## src/rtl/keypad_pkg.sv

```systemverilog
`default_nettype none
// ============================================================================
// Module      : keypad_pkg
// Description : Shared types and constants for the matrix-keypad scanner.
// Revision    : 1.0 - initial release
// ============================================================================
package keypad_pkg;

    typedef enum logic [1:0] {
        RES_NONE  = 2'd0,
        RES_KEY   = 2'd1,
        RES_MULTI = 2'd2
    } frame_kind_t;

    // Key index is fixed at 8 bits so the package stays geometry-agnostic.
    typedef logic [7:0] key_idx_t;

    typedef struct packed {
        frame_kind_t kind;
        key_idx_t    code;
    } frame_res_t;

    localparam logic [1:0] c_st_drive   = 2'd0;
    localparam logic [1:0] c_st_sample  = 2'd1;
    localparam logic [1:0] c_st_advance = 2'd2;

    // Element 0 is row 0 / column 0; rows run 1 2 3 A, 4 5 6 B, 7 8 9 C, 0 F E D.
    localparam logic [15:0][3:0] c_keymap_4x4 = {
        4'hD, 4'hE, 4'hF, 4'h0,
        4'hC, 4'h9, 4'h8, 4'h7,
        4'hB, 4'h6, 4'h5, 4'h4,
        4'hA, 4'h3, 4'h2, 4'h1
    };

    localparam int c_repeat_hold_frames   = 128;
    localparam int c_repeat_period_frames = 32;

    function automatic logic [3:0] keymap_value(input key_idx_t code, input int rows, input int cols);
        if (rows == 4 && cols == 4) begin
            return c_keymap_4x4[code[3:0]];
        end
        return code[3:0];
    endfunction

endpackage
`default_nettype wire

```

## src/rtl/keypad_debounce.sv

```systemverilog
`default_nettype none
// ============================================================================
// Module      : keypad_debounce
// Description : Frame-level debouncer producing the debounced key state and a
//               press strobe. Optional auto-repeat under KEYPAD_REPEAT_EN.
// Revision    : 1.0 - initial release
// ============================================================================
module keypad_debounce
    import keypad_pkg::*;
#(
    parameter int DEBOUNCE_SCANS = 4
) (
    input  logic       clk,
    input  logic       rst,
    input  logic       i_frame_valid,
    input  frame_res_t i_frame,
    output logic       o_held,
    output logic       o_event,
    output key_idx_t   o_event_code
);

    frame_res_t r_cand;
    frame_res_t r_deb;
    logic [3:0] r_match;

    frame_res_t w_cand_next;
    frame_res_t w_deb_next;
    logic [3:0] w_match_next;
    logic       w_same;
    logic       w_accept;
    logic       w_press;

    always_comb begin
        w_same       = (i_frame.kind == r_cand.kind) &&
                       (i_frame.kind != RES_KEY || i_frame.code == r_cand.code);
        w_cand_next  = r_cand;
        w_match_next = r_match;
        if (i_frame_valid) begin
            if (i_frame.kind == RES_MULTI) begin
                w_match_next = 4'd0;
            end else if (w_same) begin
                w_match_next = (r_match == 4'hF) ? r_match : r_match + 4'd1;
            end else begin
                w_cand_next  = i_frame;
                w_match_next = 4'd1;
            end
        end
        w_accept   = i_frame_valid && (i_frame.kind != RES_MULTI) &&
                     (w_match_next >= 4'(DEBOUNCE_SCANS));
        w_deb_next = w_accept ? w_cand_next : r_deb;
        // A press is any move into a key other than the one already held.
        w_press    = w_accept && (w_cand_next.kind == RES_KEY) &&
                     !(r_deb.kind == RES_KEY && r_deb.code == w_cand_next.code);
    end

    always_ff @(posedge clk) begin
        if (rst) begin
            r_cand  <= '0;
            r_deb   <= '0;
            r_match <= 4'd0;
        end else begin
            r_cand  <= w_cand_next;
            r_deb   <= w_deb_next;
            r_match <= w_match_next;
        end
    end

    assign o_held       = (r_deb.kind == RES_KEY);
    assign o_event_code = w_deb_next.code;

`ifdef KEYPAD_REPEAT_EN
    logic [7:0] r_rep_cnt;
    logic [7:0] w_rep_next;
    logic       w_repeat;

    // Counter restarts on every press; after the first repeat it is rewound so
    // later repeats are a period apart instead of a full hold time.
    always_comb begin
        w_repeat   = 1'b0;
        w_rep_next = r_rep_cnt;
        if (i_frame_valid) begin
            if (w_press || w_deb_next.kind != RES_KEY) begin
                w_rep_next = 8'd0;
            end else if (r_rep_cnt == 8'(c_repeat_hold_frames - 1)) begin
                w_repeat   = 1'b1;
                w_rep_next = 8'(c_repeat_hold_frames - c_repeat_period_frames);
            end else begin
                w_rep_next = r_rep_cnt + 8'd1;
            end
        end
    end

    always_ff @(posedge clk) begin
        if (rst) begin
            r_rep_cnt <= 8'd0;
        end else begin
            r_rep_cnt <= w_rep_next;
        end
    end

    assign o_event = w_press | w_repeat;
`else
    assign o_event = w_press;
`endif

endmodule
`default_nettype wire

```

## src/rtl/keypad_scanner.sv

```systemverilog
`default_nettype none
// ============================================================================
// Module      : keypad_scanner
// Description : Matrix-keypad column sequencer, row capture and press-event
//               register. Optional auto-repeat: define KEYPAD_REPEAT_EN.
// Revision    : 1.0 - initial release
// ============================================================================
module keypad_scanner
    import keypad_pkg::*;
#(
    parameter int ROWS           = 4,
    parameter int COLS           = 4,
    parameter int SCAN_TICKS     = 100000,
    parameter int SETTLE_TICKS   = 8,
    parameter int DEBOUNCE_SCANS = 4
) (
    input  logic                            clk,
    input  logic                            rst,
    input  logic [ROWS-1:0]                 row,
    output logic [COLS-1:0]                 col,
    output logic                            key_valid,
    input  logic                            key_ready,
    output logic [$clog2(ROWS*COLS)-1:0]    key_code,
    output logic [3:0]                      key_value,
    output logic                            key_held,
    output logic                            key_overrun
);

    localparam int CODE_W = $clog2(ROWS * COLS);
    localparam int CNT_W  = $clog2(SCAN_TICKS + 1);
    localparam int CIDX_W = (COLS > 1) ? $clog2(COLS) : 1;

    logic                       r_active;
    logic [1:0]                 r_state;
    logic [CNT_W-1:0]           r_cnt;
    logic [CIDX_W-1:0]          r_cidx;
    logic [COLS-1:0]            r_col;
    logic [COLS-1:0][ROWS-1:0]  r_frame;

    logic [CNT_W-1:0]           w_cnt_next;
    logic [CIDX_W-1:0]          w_cidx_next;
    logic                       w_frame_done;
    frame_res_t                 w_res;

    logic                       w_held;
    logic                       w_evt;
    key_idx_t                   w_evt_code;

    logic                       r_valid;
    logic [CODE_W-1:0]          r_code;
    logic [3:0]                 r_value;
    logic                       r_overrun;

    function automatic logic [1:0] state_for(input logic [CNT_W-1:0] cnt);
        if (cnt == CNT_W'(SCAN_TICKS - 1)) return c_st_advance;
        if (cnt == CNT_W'(SETTLE_TICKS))   return c_st_sample;
        return c_st_drive;
    endfunction

    function automatic logic [COLS-1:0] col_drive(input logic [CIDX_W-1:0] idx);
        logic [COLS-1:0] v;
        v      = '1;
        v[idx] = 1'b0;
        return v;
    endfunction

    always_comb begin
        w_cnt_next   = (r_state == c_st_advance) ? '0 : r_cnt + CNT_W'(1);
        w_cidx_next  = r_cidx;
        if (r_state == c_st_advance) begin
            w_cidx_next = (r_cidx == CIDX_W'(COLS - 1)) ? '0 : r_cidx + CIDX_W'(1);
        end
        w_frame_done = r_active && (r_state == c_st_advance) &&
                       (r_cidx == CIDX_W'(COLS - 1));
    end

    // Columns stay released for the reset cycle; scanning starts on the first
    // edge after rst falls, with the counter still at zero for column 0.
    always_ff @(posedge clk) begin
        if (rst) begin
            r_active <= 1'b0;
            r_state  <= c_st_drive;
            r_cnt    <= '0;
            r_cidx   <= '0;
            r_col    <= '1;
            r_frame  <= '0;
        end else if (!r_active) begin
            r_active <= 1'b1;
            r_state  <= state_for('0);
            r_col    <= col_drive('0);
        end else begin
            r_cnt    <= w_cnt_next;
            r_state  <= state_for(w_cnt_next);
            r_cidx   <= w_cidx_next;
            r_col    <= col_drive(w_cidx_next);
            if (r_cnt == CNT_W'(SETTLE_TICKS)) begin
                r_frame[r_cidx] <= ~row;
            end
        end
    end

    always_comb begin
        int hits;
        hits       = 0;
        w_res.kind = RES_NONE;
        w_res.code = '0;
        for (int c = 0; c < COLS; c++) begin
            for (int r = 0; r < ROWS; r++) begin
                if (r_frame[c][r]) begin
                    hits       = hits + 1;
                    w_res.code = key_idx_t'(r * COLS + c);
                end
            end
        end
        if (hits == 1) begin
            w_res.kind = RES_KEY;
        end else if (hits > 1) begin
            w_res.kind = RES_MULTI;
        end
    end

    keypad_debounce #(
        .DEBOUNCE_SCANS (DEBOUNCE_SCANS)
    ) u_debounce (
        .clk           (clk),
        .rst           (rst),
        .i_frame_valid (w_frame_done),
        .i_frame       (w_res),
        .o_held        (w_held),
        .o_event       (w_evt),
        .o_event_code  (w_evt_code)
    );

    always_ff @(posedge clk) begin
        if (rst) begin
            r_valid   <= 1'b0;
            r_code    <= '0;
            r_value   <= 4'd0;
            r_overrun <= 1'b0;
        end else if (w_evt) begin
            if (!r_valid || key_ready) begin
                r_valid <= 1'b1;
                r_code  <= w_evt_code[CODE_W-1:0];
                r_value <= keymap_value(w_evt_code, ROWS, COLS);
            end else begin
                r_overrun <= 1'b1;
            end
        end else if (r_valid && key_ready) begin
            r_valid <= 1'b0;
        end
    end

    assign col         = r_col;
    assign key_valid   = r_valid;
    assign key_code    = r_code;
    assign key_value   = r_value;
    assign key_held    = w_held;
    assign key_overrun = r_overrun;

endmodule
`default_nettype wire

```

## config.mk

```make
export PLATFORM = sky130hd
export DESIGN_NAME = keypad_scanner
export DESIGN_NICKNAME = d
export VERILOG_FILES = /design/src/rtl/keypad_pkg.sv /design/src/rtl/keypad_debounce.sv /design/src/rtl/keypad_scanner.sv
export SDC_FILE = /design/constraint.sdc
export NUM_CORES = 1
export LEC_CHECK = 0
export ABC_AREA = 1
export BUFFER_PORTS_ARGS = -buffer_cell sky130_fd_sc_hd__buf_2
export CAP_MARGIN = 10
export CELL_PAD_IN_SITES_DETAIL_PLACEMENT = 1
export CELL_PAD_IN_SITES_GLOBAL_PLACEMENT = 2
export CORE_ASPECT_RATIO = 0.7
export CORE_MARGIN = 5
export CORE_UTILIZATION = 31
export CTS_BUF_LIST = sky130_fd_sc_hd__clkbuf_8 sky130_fd_sc_hd__clkbuf_16
export CTS_CLUSTER_DIAMETER = 60
export CTS_CLUSTER_SIZE = 30
export DETAILED_ROUTE_END_ITERATION = 12
export PLACE_DENSITY = 0.88
export REMOVE_ABC_BUFFERS = 1
export SKIP_CTS_REPAIR_TIMING = 1
export SLEW_MARGIN = 10
export SYNTH_ARGS = -nofsm -noshare
export SYNTH_HDL_FRONTEND = slang
export SYNTH_HIERARCHICAL = 1
export SYNTH_SLANG_ARGS = --single-unit
```

## constraint.sdc

```tcl
create_clock -name clk -period 8.63 [get_ports clk]
set_input_delay 1.726 -clock clk [delete_from_list [all_inputs] [get_ports clk]]
set_output_delay 1.726 -clock clk [all_outputs]
set_load 0.02 [all_outputs]
```

==> impl_results.rst <==
.. list-table::
   :header-rows: 1

   * - Metric
     - Value
   * - Startpoint of the lowest-slack register-to-register path
     - r_frame[1]
   * - # DRC
     - 0
   * - Data required time at the worst endpoint
     - 8.85 ns
   * - Post-DR wirelength/cell
     - 14.0 µm
   * - Horizontal extent of the die
     - 178 µm
   * - Status
     - finished with violations
   * - Synthesized area per cell
     - 6.22 µm²
   * - Static Leak
     - 4.02 nW
   * - Cells after synthesis
     - 990
   * - Final worst path period share
     - 101%
   * - Final min period
     - 8.70 ns
   * - Maximum clock path buffer count
     - 2
   * - Count of endpoints failing hold in the final timing report
     - 0
   * - Root buf cell
     - clkbuf_16
   * - Worst hold path type
     - register to register
   * - Via count of the routed design
     - 6,538
   * - Number of global-route vias before repair
     - 6,247
   * - Violations in the final reports
     - negative setup slack
   * - Global-route wire length before repair
     - 29,300 µm
   * - Max transition margin
     - 23.5%
   * - Area after detailed placement
     - 7120 µm²
   * - Placement Rows
     - 43
   * - Dpl hpwl
     - 13,300 µm
   * - Starting density of the core
     - 31.3%
   * - Initial antenna violation count
     - 0
   * - Post-synthesis instance area
     - 6160 µm²
   * - Reg-to-reg setup timing slack
     - -0.07 ns
   * - Synth-to-layout area growth
     - 36.8%
   * - Launch point of the critical path
     - r_frame[1]
   * - Number of routed nets with antenna violations
     - 0
   * - Power density cells
     - 94.5 nW/µm²
   * - Number of placed cells counting well taps
     - 1,349
   * - Part of the total power dissipated in sequential elements
     - 45.5%
   * - Antenna diodes
     - 0
   * - Num Clock Sinks
     - 76
   * - FMAX
     - 0.115 GHz
   * - Drt via density
     - 4.69
   * - Highest-count cells in the layout ignoring fill and taps
     - nand2_1, inv_1, buf_4
   * - Internal Pwr Total
     - 0.597 mW
   * - Post-detailed-routing wire length
     - 19,500 µm
   * - Arr. time, crit path
     - 8.92 ns
   * - Destination of the worst register-to-register timing path
     - key_value[2]
   * - Family with the most delay on the worst path
     - simple AND/OR/NAND/NOR gates
   * - Kind of end point of the critical path
     - register
   * - Total of endpoints with negative setup slack in the final report
     - 3
   * - Post-Layout Cell Count
     - 1,394
   * - Total GRT Usage
     - 15.3%
   * - Clock transition at the registers of the reported paths
     - 0.06 ns
   * - CP most frequent cell
     - nand2_4
   * - Slowest library cell on the worst path
     - dfxtp_2
   * - Leading cell type in the layout, fill and taps excluded
     - nand2_1
   * - CP Max Fanout
     - 7
   * - CP Launch Type
     - register
   * - Worst clock skew
     - 0.00326 ns
   * - Switching part of the total power
     - 24.9%
   * - Later-pin clock latency in the skew report
     - 0.34 ns
   * - Worst Path Buf+Inv
     - 6
   * - NumNets Final
     - 1,152
   * - Y dimension of the die
     - 128 µm
   * - Pin count of the biggest net entering global routing
     - 44
   * - Inserted Clock Buffers
     - 9
   * - First-pass DRT Iterations
     - 4
   * - Start-to-end type of the worst setup path
     - register to register
   * - Overflow left after global routing
     - 0
   * - Routability congestion estimate from global placement
     - 0.806
   * - Worst setup path endpoint
     - key_value[2]
   * - Port Buf Inserts
     - 21
   * - Overall die area
     - 22,800 µm²
   * - Number of cells on the critical path
     - 66
   * - Final Max Tran Viols
     - 0
   * - Post-route cell area
     - 8420 µm²
   * - Part of the total power dissipated in combinational logic
     - 6.8%
   * - Unrepaired setup endpoints after global routing
     - yes
   * - Power share of the clock group
     - 47.7%
   * - Number of maximum-capacitance constraint violations
     - 0
   * - Share of final-layout standard cells stronger than drive strength 1
     - 36.0%
   * - IR Drop Worst-Case VDD
     - 95.1 µV
   * - Yosys warning total
     - 6
   * - Iter 0 DRT Violations
     - 202
   * - IO Pins
     - 22
   * - Worst-margin pin slew
     - 1.15 ns
   * - H-tree lvl count
     - 3
   * - Switching pwr
     - 0.198 mW
   * - Maximum cell stage delay along the critical path
     - 0.33 ns
   * - Worst setup slack after layout
     - -0.0694 ns
   * - TritonCTS clock tree
     - done
   * - Number of cell instances on the worst register-to-register path
     - 66
   * - Area of the placeable core
     - 19,700 µm²
## state kept, by name, summed over array words and instances (netlist names), named ones only
| signal | flops |
|---|---|
| r_cnt | 17 |
| r_frame | 16 |
| u_debounce/r_cand | 10 |
| u_debounce/r_deb | 10 |
| col | 4 |
| key_code | 4 |
| key_value | 4 |
| r_cidx | 2 |
| r_state | 2 |
| u_debounce/r_match | 2 |
| key_overrun | 1 |
| key_valid | 1 |
| r_active | 1 |
## layout make-up
| type | count | area [µm²] |
|---|---|---|
| Clock inverter | 7 | 68.8 |
| Timing Repair Buffer | 127 | 992 |
| Timing Repair inverter | 1 | 7.51 |
| Clock buffer | 9 | 225 |
| Sequential cell | 76 | 1520 |
| Inverter | 162 | 622 |
| Fill cell | 2586 | 11300 |
| Multi-Input combinational cell | 742 | 4640 |
| Tap cell | 270 | 338 |
## routing by layer
metal	up-vias	global-route usage (%)	part of all wire, %
met2	40	24.3	47
met5	-	0	0
li1	3408	-	-
met3	16	1.44	1.4
met4	0	4.47	1.3
met1	3074	22.0	50
## how the worst min path moves through the flow
| stage | slack [ns] | start | end | cells after the start |
|---|---|---|---|---|
| global placement | 0.44 | key_overrun | key_overrun | 2 |
| floorplan | 0.47 | register | register | 2 |
| global route | 0.48 | key_overrun | key_overrun | 2 |
| CTS | 0.46 | key_overrun | key_overrun | 2 |
| finish | 0.45 | key_overrun | key_overrun | 2 |
| detailed placement | 0.45 | key_overrun | key_overrun | 2 |
## worst register-to-register path, delay by kind of cell, from the launching register on
| kind | cells | cell delay [ns] |
|---|---|---|
| DFF | 1 | 0.33 |
| and+or+nand+nor | 40 | 3.52 |
| buffers and inverters | 6 | 0.61 |
| adders and majority gates | 13 | 3.11 |
| xor gates and xnor gates | 1 | 0.14 |
| AOI/OAI and AO/OA | 6 | 0.86 |
## power by group through the flow
stage / clock (mW) / sequential, mW / combinational, mW
2_1_floorplan: 0 / 0.370 / 0.0290
3_3_place_gp: 0 / 0.370 / 0.0469
3_5_place_dp: 0 / 0.370 / 0.0481
4_1_cts: 0.391 / 0.362 / 0.0483
5_1_grt: 0.409 / 0.363 / 0.0613
6_report: 0.379 / 0.362 / 0.0540
## through the flow
step           hold slack [ns]  setup TNS (ns)  utilization, %  setup WS [ns]  power (mW)
4_1_cts                  0.460          -19.40            37.6          -1.29       0.801
3_3_place_gp             0.444           -6.71            36.2         -0.697       0.417
3_5_place_dp             0.447          -17.05            36.2          -1.18       0.418
6_report                 0.451          -0.115            42.8        -0.0694       0.796
5_1_grt                  0.479           -4.08            42.8         -0.577       0.834
2_1_floorplan            0.467           -5.73               -         -0.771       0.399
No activity file was read; power rests on OpenSTA's default activity.
